## src/rtl/imm_ext_if.sv

```systemverilog
// Handshake and result bus between the two immediate requesters and the shared extender.
interface imm_ext_if #(
  parameter int unsigned IMM_W = 16,
  parameter int unsigned EXT_W = 32
);
  logic             req0;
  logic [IMM_W-1:0] imm0;
  logic [1:0]       mode0;
  logic             ack0;
  logic             req1;
  logic [IMM_W-1:0] imm1;
  logic [1:0]       mode1;
  logic             ack1;
  logic [EXT_W-1:0] result;
  logic             result_valid;
  logic             result_owner;
  logic             busy;

  // Requester side (decode stage and branch-target path).
  modport master (
    output req0, imm0, mode0, req1, imm1, mode1,
    input  ack0, ack1, result, result_valid, result_owner, busy
  );

  // Arbiter side.
  modport slave (
    input  req0, imm0, mode0, req1, imm1, mode1,
    output ack0, ack1, result, result_valid, result_owner, busy
  );
endinterface

```

## src/rtl/imm_ext_arbiter.sv

```systemverilog
// Round-robin arbiter time-sharing one immediate extender between two ports.
module imm_ext_arbiter #(
  parameter int unsigned IMM_W = 16,
  parameter int unsigned EXT_W = 32
) (
  input  logic        clk,
  input  logic        reset_n,
  imm_ext_if.slave    bus
);
  localparam int unsigned PAD_W = EXT_W - IMM_W;

  typedef enum logic [1:0] {IDLE, CALC, ACK} state_t;

  state_t           state_q, state_d;
  logic [IMM_W-1:0] imm_q;
  logic [1:0]       mode_q;
  logic             owner_q;
  logic             last_grant_q;
  logic [EXT_W-1:0] result_q;
  logic             ack0_q, ack1_q, valid_q, busy_q;

  logic             take_c;
  logic             grant_c;
  logic [EXT_W-1:0] sext_c;
  logic [EXT_W-1:0] ext_c;

  // Next-state and grant selection; on a tie the port that did not win last time goes.
  always_comb begin
    state_d = state_q;
    take_c  = 1'b0;
    grant_c = 1'b0;
    case (state_q)
      IDLE: begin
        if (bus.req0 && bus.req1) begin
          take_c  = 1'b1;
          grant_c = ~last_grant_q;
        end else if (bus.req0) begin
          take_c  = 1'b1;
          grant_c = 1'b0;
        end else if (bus.req1) begin
          take_c  = 1'b1;
          grant_c = 1'b1;
        end
        if (take_c) state_d = CALC;
      end
      CALC:    state_d = ACK;
      ACK:     state_d = IDLE;
      default: state_d = IDLE;
    endcase
  end

  // Extender working on the latched operands.
  always_comb begin
    sext_c = {{PAD_W{imm_q[IMM_W-1]}}, imm_q};
    ext_c  = sext_c;
    case (mode_q)
      2'b00:   ext_c = sext_c;
      2'b01:   ext_c = {{PAD_W{1'b0}}, imm_q};
      2'b10:   ext_c = {imm_q, {PAD_W{1'b0}}};
      default: ext_c = {sext_c[EXT_W-3:0], 2'b00};
    endcase
  end

  // State, operand latch, result register and registered handshake outputs.
  always_ff @(posedge clk) begin
    if (!reset_n) begin
      state_q      <= IDLE;
      imm_q        <= '0;
      mode_q       <= 2'b00;
      owner_q      <= 1'b0;
      last_grant_q <= 1'b1;
      result_q     <= '0;
      ack0_q       <= 1'b0;
      ack1_q       <= 1'b0;
      valid_q      <= 1'b0;
      busy_q       <= 1'b0;
    end else begin
      state_q <= state_d;
      if (take_c) begin
        imm_q        <= grant_c ? bus.imm1  : bus.imm0;
        mode_q       <= grant_c ? bus.mode1 : bus.mode0;
        owner_q      <= grant_c;
        last_grant_q <= grant_c;
      end
      if (state_q == CALC) result_q <= ext_c;
      ack0_q  <= (state_d == ACK) && !owner_q;
      ack1_q  <= (state_d == ACK) &&  owner_q;
      valid_q <= (state_d == ACK);
      busy_q  <= (state_d != IDLE);
    end
  end

  assign bus.ack0         = ack0_q;
  assign bus.ack1         = ack1_q;
  assign bus.result       = result_q;
  assign bus.result_valid = valid_q;
  assign bus.result_owner = owner_q;
  assign bus.busy         = busy_q;
endmodule

```

## src/flat_wrapper.sv

```systemverilog
// flat-port wrapper written by rule: the top's interface ports become plain ports
module imm_ext_arbiter_flat 
#(
  parameter int unsigned IMM_W = 16,
  parameter int unsigned EXT_W = 32
)
  (clk, reset_n, bus_req0, bus_imm0, bus_mode0, bus_req1, bus_imm1, bus_mode1, bus_ack0, bus_ack1, bus_result, bus_result_valid, bus_result_owner, bus_busy);
  imm_ext_if #(.IMM_W(IMM_W), .EXT_W(EXT_W)) bus_i ();
  input  logic clk;
  input  logic reset_n;
  input wire logic [$bits(bus_i.req0)-1:0] bus_req0;
  input wire logic [$bits(bus_i.imm0)-1:0] bus_imm0;
  input wire logic [$bits(bus_i.mode0)-1:0] bus_mode0;
  input wire logic [$bits(bus_i.req1)-1:0] bus_req1;
  input wire logic [$bits(bus_i.imm1)-1:0] bus_imm1;
  input wire logic [$bits(bus_i.mode1)-1:0] bus_mode1;
  output wire logic [$bits(bus_i.ack0)-1:0] bus_ack0;
  output wire logic [$bits(bus_i.ack1)-1:0] bus_ack1;
  output wire logic [$bits(bus_i.result)-1:0] bus_result;
  output wire logic [$bits(bus_i.result_valid)-1:0] bus_result_valid;
  output wire logic [$bits(bus_i.result_owner)-1:0] bus_result_owner;
  output wire logic [$bits(bus_i.busy)-1:0] bus_busy;
  assign bus_i.req0 = bus_req0;
  assign bus_i.imm0 = bus_imm0;
  assign bus_i.mode0 = bus_mode0;
  assign bus_i.req1 = bus_req1;
  assign bus_i.imm1 = bus_imm1;
  assign bus_i.mode1 = bus_mode1;
  assign bus_ack0 = bus_i.ack0;
  assign bus_ack1 = bus_i.ack1;
  assign bus_result = bus_i.result;
  assign bus_result_valid = bus_i.result_valid;
  assign bus_result_owner = bus_i.result_owner;
  assign bus_busy = bus_i.busy;
  imm_ext_arbiter #(.IMM_W(IMM_W), .EXT_W(EXT_W)) u_core (.clk(clk), .reset_n(reset_n), .bus(bus_i));
endmodule
```

## config.mk

```make
export PLATFORM = sky130hd
export DESIGN_NAME = imm_ext_arbiter_flat
export DESIGN_NICKNAME = d
export VERILOG_FILES = /design/src/rtl/imm_ext_if.sv /design/src/rtl/imm_ext_arbiter.sv /design/src/flat_wrapper.sv
export SDC_FILE = /design/constraint.sdc
export NUM_CORES = 1
export LEC_CHECK = 0
export ABC_AREA = 1
export BUFFER_PORTS_ARGS = -buffer_cell sky130_fd_sc_hd__buf_2
export CELL_PAD_IN_SITES_DETAIL_PLACEMENT = 0
export CELL_PAD_IN_SITES_GLOBAL_PLACEMENT = 1
export CORE_AREA = 5 5 88 90
export DETAILED_ROUTE_END_ITERATION = 7
export DIE_AREA = 0 0 93 95
export GPL_ROUTABILITY_DRIVEN = 0
export PLACE_DENSITY_LB_ADDON = 0.3
export SKIP_LAST_GASP = 1
export SLEW_MARGIN = 15
export SYNTH_ARGS = -nofsm -noshare
export SYNTH_HDL_FRONTEND = slang
export SYNTH_SLANG_ARGS = --single-unit
export TNS_END_PERCENT = 50
```

## constraint.sdc

```tcl
create_clock -name clk -period 2.5 [get_ports clk]
set_input_delay 0.25 -clock clk [delete_from_list [all_inputs] [get_ports clk]]
set_output_delay 0.25 -clock clk [all_outputs]
set_load 0.02 [all_outputs]
```

# Yosys cells after proc, flatten, opt, wreduce, memory -nomap -nowiden
# Cells that the tools add are included.
# word_totals
register_bits	58
out_inout_bits	37
# classes
eq_ne	4
muxes	13
bitwise	1
n_reduce_logical	7
# ops
cell	count
32-bit one-hot mux with 3 select lines	1
16-bit two-way mux	1
1-bit two-way mux	8
2-bit by 1-bit == test with 1-bit output (second input constant)	2
2-bit == test (second input constant)	2
2-bit logical NOT	2
2-bit two-way mux	2
2-bit one-hot mux with 2 select lines	1
1-bit logical AND	3
2-bit nonzero test	1
1-bit logical NOT	1
1-bit inverter	1

# Longest topological paths before layout
# depth
word_depth	8
depth_mapped	8
mapped_depth_nobuf	6

# Least setup slack after synthesis
# No wires, ideal clock.
# synth_timing
kind	register to register
startpoint	register, netlist name u_core.bus.result_valid
endpoint	register u_core.imm_q[10]
t_arrival_ns	1.107
path_slack_ns	1.283
path_stages_with_launch	7
synth_period_minus_slack_ns	1.217
cell_sequence	dfxtp_1 -> nor2_2 -> o21ai_2 -> clkbuf_1 -> a21oi_1 -> nand2_1 -> inv_1
# synth_rtl
item	line_no	source
end signal, assigned	imm_ext_arbiter.sv:80	imm_q <= grant_c ? bus.imm1 : bus.imm0;
end, declared	imm_ext_arbiter.sv:15	logic [IMM_W-1:0] imm_q;

==> results.cfg <==
[cts]
clock_latency_ns = 0.33
cts_made_buffers = 9
htree_levels = 3
cts_tree = done
cts-resized-gates = 0
clk_pin_slew_ns = 0.06
ctsHoldBuffers = 0
cts_sinks = 57
cts_root_buf = clkbuf_8
cts_setup_buffers = 0
clockBufferDepth = 2

[route]
firstDrtPassIters = 6
totalWireLength_um = 6627
drc = 0
vias = 2493
drt-initial-drc-count = 113
antenna_left = 0
vias_per_cell = 4.907
wl_per_cell_um = 13.05

[global_route]
grt_max_degree = 34
grt_pass1_vias = 2340
grt_overflow = 0
antenna_found_initial = 0
grt_pass1_wl_um = 11170
grtUsageTotal_pct = 16.06

[logic_synthesis]
yosysMostFrequentCell = nand2_1
synth_mux_area_share_pct = 0
yosysSeqAreaShare_pct = 44.04
synth_fa_ha_area_share_pct = 0
synth_edf_count = 0
synth_xor_area_share_pct = 0
synth-compound-area-share_pct = 16.22
synth_top_cell_by_area = dfxtp_1
ys_types = 21
synth_top_area_share_pct = 44.04
yosys_warnings = 0
avgSynthCellArea_um2 = 7.238
async_flop_share_pct = 0
synth_top_cells_by_count = nand2_1 (83), dfxtp_1 (57), inv_1 (43)
synth_fp_nets = 398
ys_ff_latch = 57
synth_top_family_by_area = simple AND/OR/NAND/NOR gates
netlist_area_mm2 = 0.002591
synthFlopType = dfxtp_1
synthSimpleGateAreaFrac_pct = 25.83
synth_cells = 358
synth_area_leaders = dfxtp_1 (44%), nand2_1 (12%), nand3_1 (6.6%)

[setup_path]
startpoint = u_core.bus.result_valid$_SDFF_PN0_
rr_startpoint = u_core.bus.result_valid$_SDFF_PN0_
slowest_delay_ns = 0.36
arrival_ns = 2.00
critPathKind = reg2reg
end_kind = flop
cp_top_family = simple AND/OR/NAND/NOR gates
cp_slowest_cell = dfxtp_1
crit_fanout = 23
crit_path_start_kind = flop
crit_buf_inv = 2
crit_chain = nor2_2 -> o21ai_2 -> inv_2 -> nand3_1 -> nand2_1 -> inv_1
cp_data_required_time_ns = 2.73

[timing]
rsz0062_at_grt = false
skew_ns = 0.003056
worst_hold_slack_ns = 0.2033
worst_slew_pin_slew_ns = 0.9189
final.setup.worst_slack_ns = 0.7259
drv_slew = 0
setup_tns_ns = 0
min_period_over_period_pct = 70.96
max-slew-margin-rel_pct = 38.73
min_period_ns = 1.774
fmax_mhz = 563.7
hold_viol_final = 0
final-setup-viol-count = 0

[die]
die_h_um = 95
io_pins = 77
dieArea_mm2 = 0.008835
core_area_mm2 = 0.006982
initial_utilization_pct = 37.11
rows = 31
die_w_um = 93

[pwr]
p_per_area_mw_per_mm2 = 729.6
p_leak_nw = 1.570
peakVddDrop_mv = 0.2626

[min_path]
min_from = reset_n
hp-class = in2reg

[cells_and_area]
drive_above_1_share_pct = 26.29
largest_register_ff_count = 32
fillers = 761
syn_to_final_growth_pct = 20.47
n_antenna_cell = 0
nets = 463

[place]
dp_hpwl_um = 4726
dp_slack_ns = 0.5705
io_buffers = 76

[job]
maxCapViolCount = 0

[status]
outcome = completed
[final timing paths]
path	end	slack, ns	cells after the start
worst max-delay path	u_core.imm_q[14]$_SDFFE_PN0P_	0.73	6
worst min-delay path	u_core.last_grant_q$_SDFFE_PN1P_	0.20	2
worst max register to register	u_core.imm_q[14]$_SDFFE_PN0P_	0.73	6
worst min register to register	u_core.bus.ack0$_SDFF_PN0_	0.46	1
[cell type report]
class / instances / area (um2) / area share [%]
clock buffers: 14 / 162.7 / 5.210
inverters: 56 / 210.2 / 6.733
multi-input cells: 219 / 1095 / 35.07
flip-flops and latches: 57 / 1141 / 36.55
well taps: 82 / 102.6 / 3.287
repair buffers: 80 / 410.4 / 13.15
[stage by stage]
step,cell area [um2],util (%),total power [mW],cells
finish,3122,44.71,2.278,508
detailed placement,2959,42.38,1.576,494
CTS,3122,44.71,2.314,508
floorplan,2591,-,1.431,358
global placement,2959,42.38,1.571,494
global route,3122,44.71,2.421,508
[kinds of logic (layout without fill, tap and decap cells)]
kind of cell / count (synthesis) / count (layout)
and+or+nand+nor: 147 / 147
buffers and inverters: 82 / 150
AOI/OAI and AO/OA: 72 / 72
DFF: 57 / 57
[metal layers]
layer | global-route usage (%) | wire (um) | share of wire, % | vias to the layer above
met2 | 22.74 | 2787 | 42 | 82
met5 | 0 | 0 | 0 | -
met3 | 4.781 | 484 | 7.3 | 13
met4 | 7.692 | 143 | 2.2 | 0
met1 | 22.17 | 3211 | 48 | 1089
li1 | - | - | - | 1309
[where the power goes]
group | internal [mW] | switching [mW] | total [mW] | leakage, nW
sequential | 1.00 | 0.0718 | 1.07 | 0.470
clock | 0.404 | 0.321 | 0.725 | 0.0826
combinational | 0.164 | 0.315 | 0.480 | 1.02
total | 1.57 | 0.709 | 2.28 | 1.57
[cell usage in the layout (no fill, tap or decap)]
master / count
a31oi_1: 15
inv_2: 13
o31ai_1: 2
a21oi_1: 21
nand2_2: 2
inv_1: 43
o21ai_2: 1
nand2_1: 83
clkbuf_8: 11
nand3_1: 34
nor2_1: 5
nand3_2: 2
buf_4: 4
clkbuf_1: 3
nor2_4: 2
o21ai_0: 20
nor2_2: 1
dfxtp_1: 57
o211ai_1: 13
nand4_1: 18
buf_2: 76
[worst reg2reg max path, stage by stage (launching register included)]
cell	delay (ns)
dfxtp_1	0.36
nor2_2	0.31
o21ai_2	0.36
inv_2	0.35
nand3_1	0.17
nand2_1	0.08
inv_1	0.04
Note: power is estimated with default switching activity, not from simulation.
